## src/rtl/uart_pkg.sv

```systemverilog
// Shared UART definitions: receiver state encoding, frame width and parity modes.
package uart_pkg;

  typedef enum logic [2:0] {
    IDLE,
    START,
    DATA,
    PARITY,
    STOP,
    BREAK
  } rx_state_t;

  localparam int DATA_BITS   = 8;
  localparam bit PARITY_EVEN = 1'b0;
  localparam bit PARITY_ODD  = 1'b1;

endpackage

```

## src/rtl/rx_bit_sampler.sv

```systemverilog
// rx synchroniser plus optional 2-of-3 tick vote (enabled by RX_MAJORITY_EN).
// 'sample' is the value the receiver FSM acts on at each tick.
module rx_bit_sampler (
  input  logic clk,
  input  logic rst_n,
`ifdef RX_MAJORITY_EN
  input  logic tick,
`endif
  input  logic rx,
  output logic sample
);

  logic [1:0] sync;
  logic       rx_s;

  // Reset to the idle-high line level so a reset never looks like a start bit.
  always_ff @(posedge clk or negedge rst_n) begin
    if (!rst_n) begin
      sync <= 2'b11;
    end else begin
      sync <= {sync[0], rx};
    end
  end

  assign rx_s = sync[1];

`ifdef RX_MAJORITY_EN
  logic [1:0] vote;

  // Two previous tick samples; together with the current rx_s they form the vote window.
  always_ff @(posedge clk or negedge rst_n) begin
    if (!rst_n) begin
      vote <= 2'b11;
    end else if (tick) begin
      vote <= {vote[0], rx_s};
    end
  end

  assign sample = (vote[1] & vote[0]) | (vote[1] & rx_s) | (vote[0] & rx_s);
`else
  assign sample = rx_s;
`endif

endmodule

```

## src/rtl/uart_rx_frame.sv

```systemverilog
// UART frame receiver: start, 8 data bits LSB first, parity, stop; one valid pulse per frame.
// Optional majority-vote sampling is selected with the RX_MAJORITY_EN macro.
module uart_rx_frame #(
  parameter int OVERSAMPLE = 16,
  parameter bit PARITY_ODD = 1'b0
) (
  input  logic       clk,
  input  logic       rst_n,
  input  logic       tick,
  input  logic       rx,
  output logic [7:0] data,
  output logic       valid,
  output logic       parity_err,
  output logic       frame_err,
  output logic       busy
);
  import uart_pkg::*;

  localparam int CW = $clog2(OVERSAMPLE);
  localparam logic [CW-1:0] HALF = CW'(OVERSAMPLE / 2 - 1);
  localparam logic [CW-1:0] LAST = CW'(OVERSAMPLE - 1);
  localparam logic [2:0]    LAST_BIT = 3'(DATA_BITS - 1);

  rx_state_t            state, state_n;
  logic [CW-1:0]        cnt, cnt_n;
  logic [2:0]           bidx, bidx_n;
  logic [DATA_BITS-1:0] sh, sh_n;
  logic                 pbit, pbit_n;
  logic                 load;
  logic                 sample;

  rx_bit_sampler u_sampler (
    .clk    (clk),
    .rst_n  (rst_n),
`ifdef RX_MAJORITY_EN
    .tick   (tick),
`endif
    .rx     (rx),
    .sample (sample)
  );

  always_ff @(posedge clk or negedge rst_n) begin
    if (!rst_n) begin
      state <= IDLE;
      cnt   <= '0;
      bidx  <= '0;
      sh    <= '0;
      pbit  <= 1'b0;
    end else begin
      state <= state_n;
      cnt   <= cnt_n;
      bidx  <= bidx_n;
      sh    <= sh_n;
      pbit  <= pbit_n;
    end
  end

  // Everything holds when tick is low; 'load' marks the stop-bit decision tick.
  always_comb begin
    state_n = state;
    cnt_n   = cnt;
    bidx_n  = bidx;
    sh_n    = sh;
    pbit_n  = pbit;
    load    = 1'b0;
    if (tick) begin
      case (state)
        IDLE: begin
          if (!sample) begin
            state_n = START;
            cnt_n   = '0;
          end
        end
        START: begin
          if (cnt == HALF) begin
            if (sample) begin
              state_n = IDLE;
            end else begin
              state_n = DATA;
              cnt_n   = '0;
              bidx_n  = '0;
            end
          end else begin
            cnt_n = cnt + 1'b1;
          end
        end
        DATA: begin
          if (cnt == LAST) begin
            sh_n  = {sample, sh[DATA_BITS-1:1]};
            cnt_n = '0;
            if (bidx == LAST_BIT) begin
              state_n = PARITY;
            end else begin
              bidx_n = bidx + 3'd1;
            end
          end else begin
            cnt_n = cnt + 1'b1;
          end
        end
        PARITY: begin
          if (cnt == LAST) begin
            pbit_n  = sample;
            cnt_n   = '0;
            state_n = STOP;
          end else begin
            cnt_n = cnt + 1'b1;
          end
        end
        STOP: begin
          if (cnt == LAST) begin
            load    = 1'b1;
            cnt_n   = '0;
            // Leaving at mid stop bit leaves half a bit to spot a back-to-back start.
            state_n = sample ? IDLE : BREAK;
          end else begin
            cnt_n = cnt + 1'b1;
          end
        end
        BREAK: begin
          if (sample) begin
            state_n = IDLE;
          end
        end
        default: state_n = IDLE;
      endcase
    end
  end

  always_ff @(posedge clk or negedge rst_n) begin
    if (!rst_n) begin
      data       <= '0;
      valid      <= 1'b0;
      parity_err <= 1'b0;
      frame_err  <= 1'b0;
    end else begin
      valid <= load;
      if (load) begin
        data       <= sh;
        parity_err <= (^sh) ^ pbit ^ PARITY_ODD;
        frame_err  <= ~sample;
      end
    end
  end

  assign busy = (state != IDLE);

endmodule
```

## config.mk

```make
export PLATFORM = sky130hd
export DESIGN_NAME = uart_rx_frame
export DESIGN_NICKNAME = d
export VERILOG_FILES = /design/src/rtl/uart_pkg.sv /design/src/rtl/rx_bit_sampler.sv /design/src/rtl/uart_rx_frame.sv
export SDC_FILE = /design/constraint.sdc
export NUM_CORES = 1
export LEC_CHECK = 0
export CORE_ASPECT_RATIO = 0.7
export CORE_MARGIN = 3
export CORE_UTILIZATION = 55
export DETAILED_ROUTE_END_ITERATION = 10
export PLACE_DENSITY = 0.78
export RECOVER_POWER = 100
export SYNTH_ARGS = -nofsm -noshare
export SYNTH_HDL_FRONTEND = slang
export SYNTH_SLANG_ARGS = --single-unit
```

## constraint.sdc

```tcl
create_clock -name clk -period 4.95 [get_ports clk]
set_input_delay 0.7425 -clock clk [delete_from_list [all_inputs] [get_ports clk]]
set_output_delay 0.7425 -clock clk [all_outputs]
set_load 0.01 [all_outputs]
```

==> results.md <==
- The flow ran to the end, but the final reports show violations.
- The checks that failed: max-capacitance violations, max-slew violations.
- The first global-routing pass estimated 5160 µm of wire.
- Counting both buffers and inverters, the worst setup path holds a total of 1.
- The antenna cell count is 0.
- Setup violations remaining at the end of the flow were counted as 0.
- The number of iterations in the first detailed-routing pass is 4.
- The die outline area is 0.00350 mm².
- The clock insertion delay at the later pin of the skew report is 280 ps.
- Clock-pin slew was measured on the worst setup and hold paths at 50 ps.
- The total number of H-tree levels is 2.
- The total CTS buffers is 5.
- The library cell used most frequently in the layout, excluding fill and tap cells, is sky130_fd_sc_hd__dfrtp_1.
- Summed over all layers, the routed wires come to 2900 µm.
- The number of sinks handled by clock tree synthesis is 32.
- The detail route stage leaves a number of antenna-violating nets equal to 0.
- The leakage power of the design is 0.839 nW.
- The arrival time of data at the critical path endpoint is 1920 ps.
- The actual transition at the worst max-transition pin is 1690 ps.
- The tightest hold path in the finished design has a slack of 356 ps.
- The count of nets after finishing is 152.
- The post-route DRC violation count is 0.
- The worst pin sits at a relative slew slack of -12.9%.
- The I/O pin count is 16.
- The top cell types in the final layout, fill and taps aside, are sky130_fd_sc_hd__dfrtp_1, sky130_fd_sc_hd__mux2_2, sky130_fd_sc_hd__dlygate4sd3_1, sky130_fd_sc_hd__xnor2_1, sky130_fd_sc_hd__o21ai_0.
- The element type at the critical path start is a flop.
- The worst hold path terminates at u_sampler.sync[1].
- The number of buffers inserted for hold repair after clock tree synthesis is 0.
- The initial antenna violation count is 0.
- The number of global-route vias before repair was 1,099.
- The cell family with the largest share of critical-path delay is buffers and inverters.
- Row generation in the floorplan step produced 15 rows.
- On the worst path, the slowest cell contributes a delay of 620 ps.
- The worst hold path was traced through 0 stages.
- Synthesis inferred 32 register bits.
- The clock arrives with 8.59 ps of skew.
- Based on the critical path, the design can be clocked at up to 375 MHz.
- The synthesized netlist occupies a cell area of 0.00155 mm².
- The min-delay analysis places its worst path in the category flop to flop.
- The maximum buffer depth of the clock tree is 2.
- The final number of hold-violating endpoints came to 0.
- The final max-slew violation count is 33.
- After clock tree synthesis, the repair step resized 0 gates.
- The unique cell type count in the Yosys netlist is 37.
- Using the TritonRoute via totals, the vias-per-cell ratio works out to 5.79.
- VDD sags by at most 233 µV.
- Dividing total power by cell area gives a power density of 420 mW/mm².
- The register-to-register setup slack is 2700 ps.
- In the final routed layout, each cell accounts on average for 16.1 µm.
- Setup repair after global routing left no endpoint under its margin.
- The tool flagged a number of max-cap violations equal to 1.
- The critical path is of the flop to primary output type.
- The area growth from synthesis to layout is 14.9%.
- The synthesis warning total is 0.
- The root cell of the clock tree is sky130_fd_sc_hd__clkbuf_8.
- The capture instance of the worst register-to-register path is data[7].
- After the first detailed-routing iteration, the DRC count stood at 70.
- The worst register-to-register path begins at state[0].
- The placer's final routability congestion estimate is 0.838.
- The sequential area share after synthesis is 51.8%.
- The count of buffers added on input and output ports is 15.
- The critical path required time is 4210 ps.
- The CTS tree is done.
- The setup TNS is 0 ps.
- Counting every net in the synthesized netlist gives 134.
- The half-perimeter wire length after placement is 2080 µm.
- The part of the cycle the worst path needs is 53.9%.
- The routed design could run at a clock period as short as 2670 ps.
- The placeable core region is 0.00257 mm².
- The total number of vias is 1,043.
- The layout cell share with drive strength beyond 1 is 19.9%.
- The start point of the worst min-delay path is u_sampler.sync[0].
- In this run the worst path has a maximum fanout of 15.
- The slowest library cell on the worst path is sky130_fd_sc_hd__dlygate4sd3_1.
- STA classifies the critical path endpoint as a primary output.
- The post-CTS setup-driven buffer insertion count is 0.
- For this configuration, the core starts out at a cell density of 60.3%.
- In the global route stage, overall resource usage came out at 19.6%.
- The depth of the most critical reg-to-reg path is 3.
- The overall overflow remaining after global route is 0.
- The die is 50.4 µm tall.
- The number of standard cells after synthesis is 127.
- Entering global routing, the biggest net connects 33 pins.
- The signal on the critical path passes through or3_1 -> dlygate4sd3_1.
- The width of the die is 69.5 µm.
- The average instance in the mapped netlist occupies 12.2 µm².
==> cell families (layout without fill, tap and decap cells) <==
kind of cell	after synthesis	in the layout	synth area share (%)
DFF	32	32	51.8
buffers and inverters	8	27	2.42
xor gates and xnor gates	10	10	5.65
AOI/OAI and AO/OA	23	23	11.2
and+or+nand+nor	28	28	9.68
adders and majority gates	3	3	2.42
muxes	23	23	16.9
==> area by class of cell <==
| type | instances | area (µm²) |
|---|---|---|
| well taps | 34 | 42.5 |
| inverters | 3 | 11.3 |
| fillers | 184 | 788 |
| clock buffers | 8 | 80.1 |
| repair buffers | 16 | 154 |
| multi-input cells | 87 | 692 |
| flip-flops and latches | 32 | 803 |
==> registers in the layout, summed over array words and instances (netlist names) <==
name,cells
bidx,3
frame_err,1
parity_err,1
pbit,1
valid,1
data,8
u_sampler.sync,2
state,3
cnt,4
sh,8
==> synth_stat cells, drive strengths merged <==
master	n	area, µm²
o21bai	1	7.51
xor2	2	17.5
or3	3	18.8
nand2	7	26.3
a21oi	1	5.00
clkbuf	1	3.75
buf	4	22.5
dfrtp	30	751
a32o	2	20.0
a21o	2	15.0
xnor2	8	70.1
ha	3	37.5
mux2	22	251
nand2b	1	6.26
and3	1	6.26
mux2i	1	10.0
inv	3	11.3
o211ai	1	7.51
o21a	1	7.51
o311a	1	10.0
nor3	2	10.0
or3b	2	20.0
nor2	7	33.8
a22o	2	17.5
dfstp	2	52.6
nand3b	1	7.51
o311ai	1	16.3
nand3	3	15.0
or2	1	6.26
o21ai	8	40.0
o31ai	3	27.5
==> routing by layer <==
metal	routed length [µm]	track usage (%)	part of all wire [%]	vias up
li1	-	-	-	493
met1	1350	24.2	47	519
met2	1390	31.2	48	25
met3	128	8.00	4.4	6
met4	27	7.47	0.93	0
met5	0	0	0	-
==> power breakdown <==
group	leakage [nW]	total, mW	internal, mW	switching (mW)
combinational	0.383	0.207	0.114	0.0926
sequential	0.416	0.358	0.305	0.0524
clock	0.0395	0.185	0.0996	0.0849
==> how the worst max path moves through the flow <==
stage	startpoint	slack [ps]	depth (start not counted)	to
2_1_floorplan	state[0]	3160	3	busy
3_3_place_gp	tick	2160	4	data[4]
3_5_place_dp	tick	2100	4	data[1]
4_1_cts	tick	2390	4	data[7]
5_1_grt	rst_n	2150	2	bidx[0]
6_report	state[0]	2280	2	busy
==> metrics by stage <==
| step | setup WS, ps | power (mW) | area [µm²] | std cells | util (%) |
|---|---|---|---|---|---|
| floorplan | 3160 | 0.524 | 1550 | 127 | - |
| global placement | 2160 | 0.558 | 1730 | 172 | 67.1 |
| detailed placement | 2100 | 0.579 | 1730 | 172 | 67.1 |
| CTS | 2390 | 0.764 | 1810 | 180 | 70.2 |
| global route | 2150 | 0.800 | 1780 | 180 | 69.3 |
| finish | 2280 | 0.749 | 1780 | 180 | 69.3 |
==> worst reg2reg max path: cells and delay by family (launching register included) <==
| family | cells | cell delay, ps |
|---|---|---|
| DFF | 1 | 560 |
| and+or+nand+nor | 2 | 1160 |
| muxes | 1 | 410 |
(Power assumes the default switching activity.)
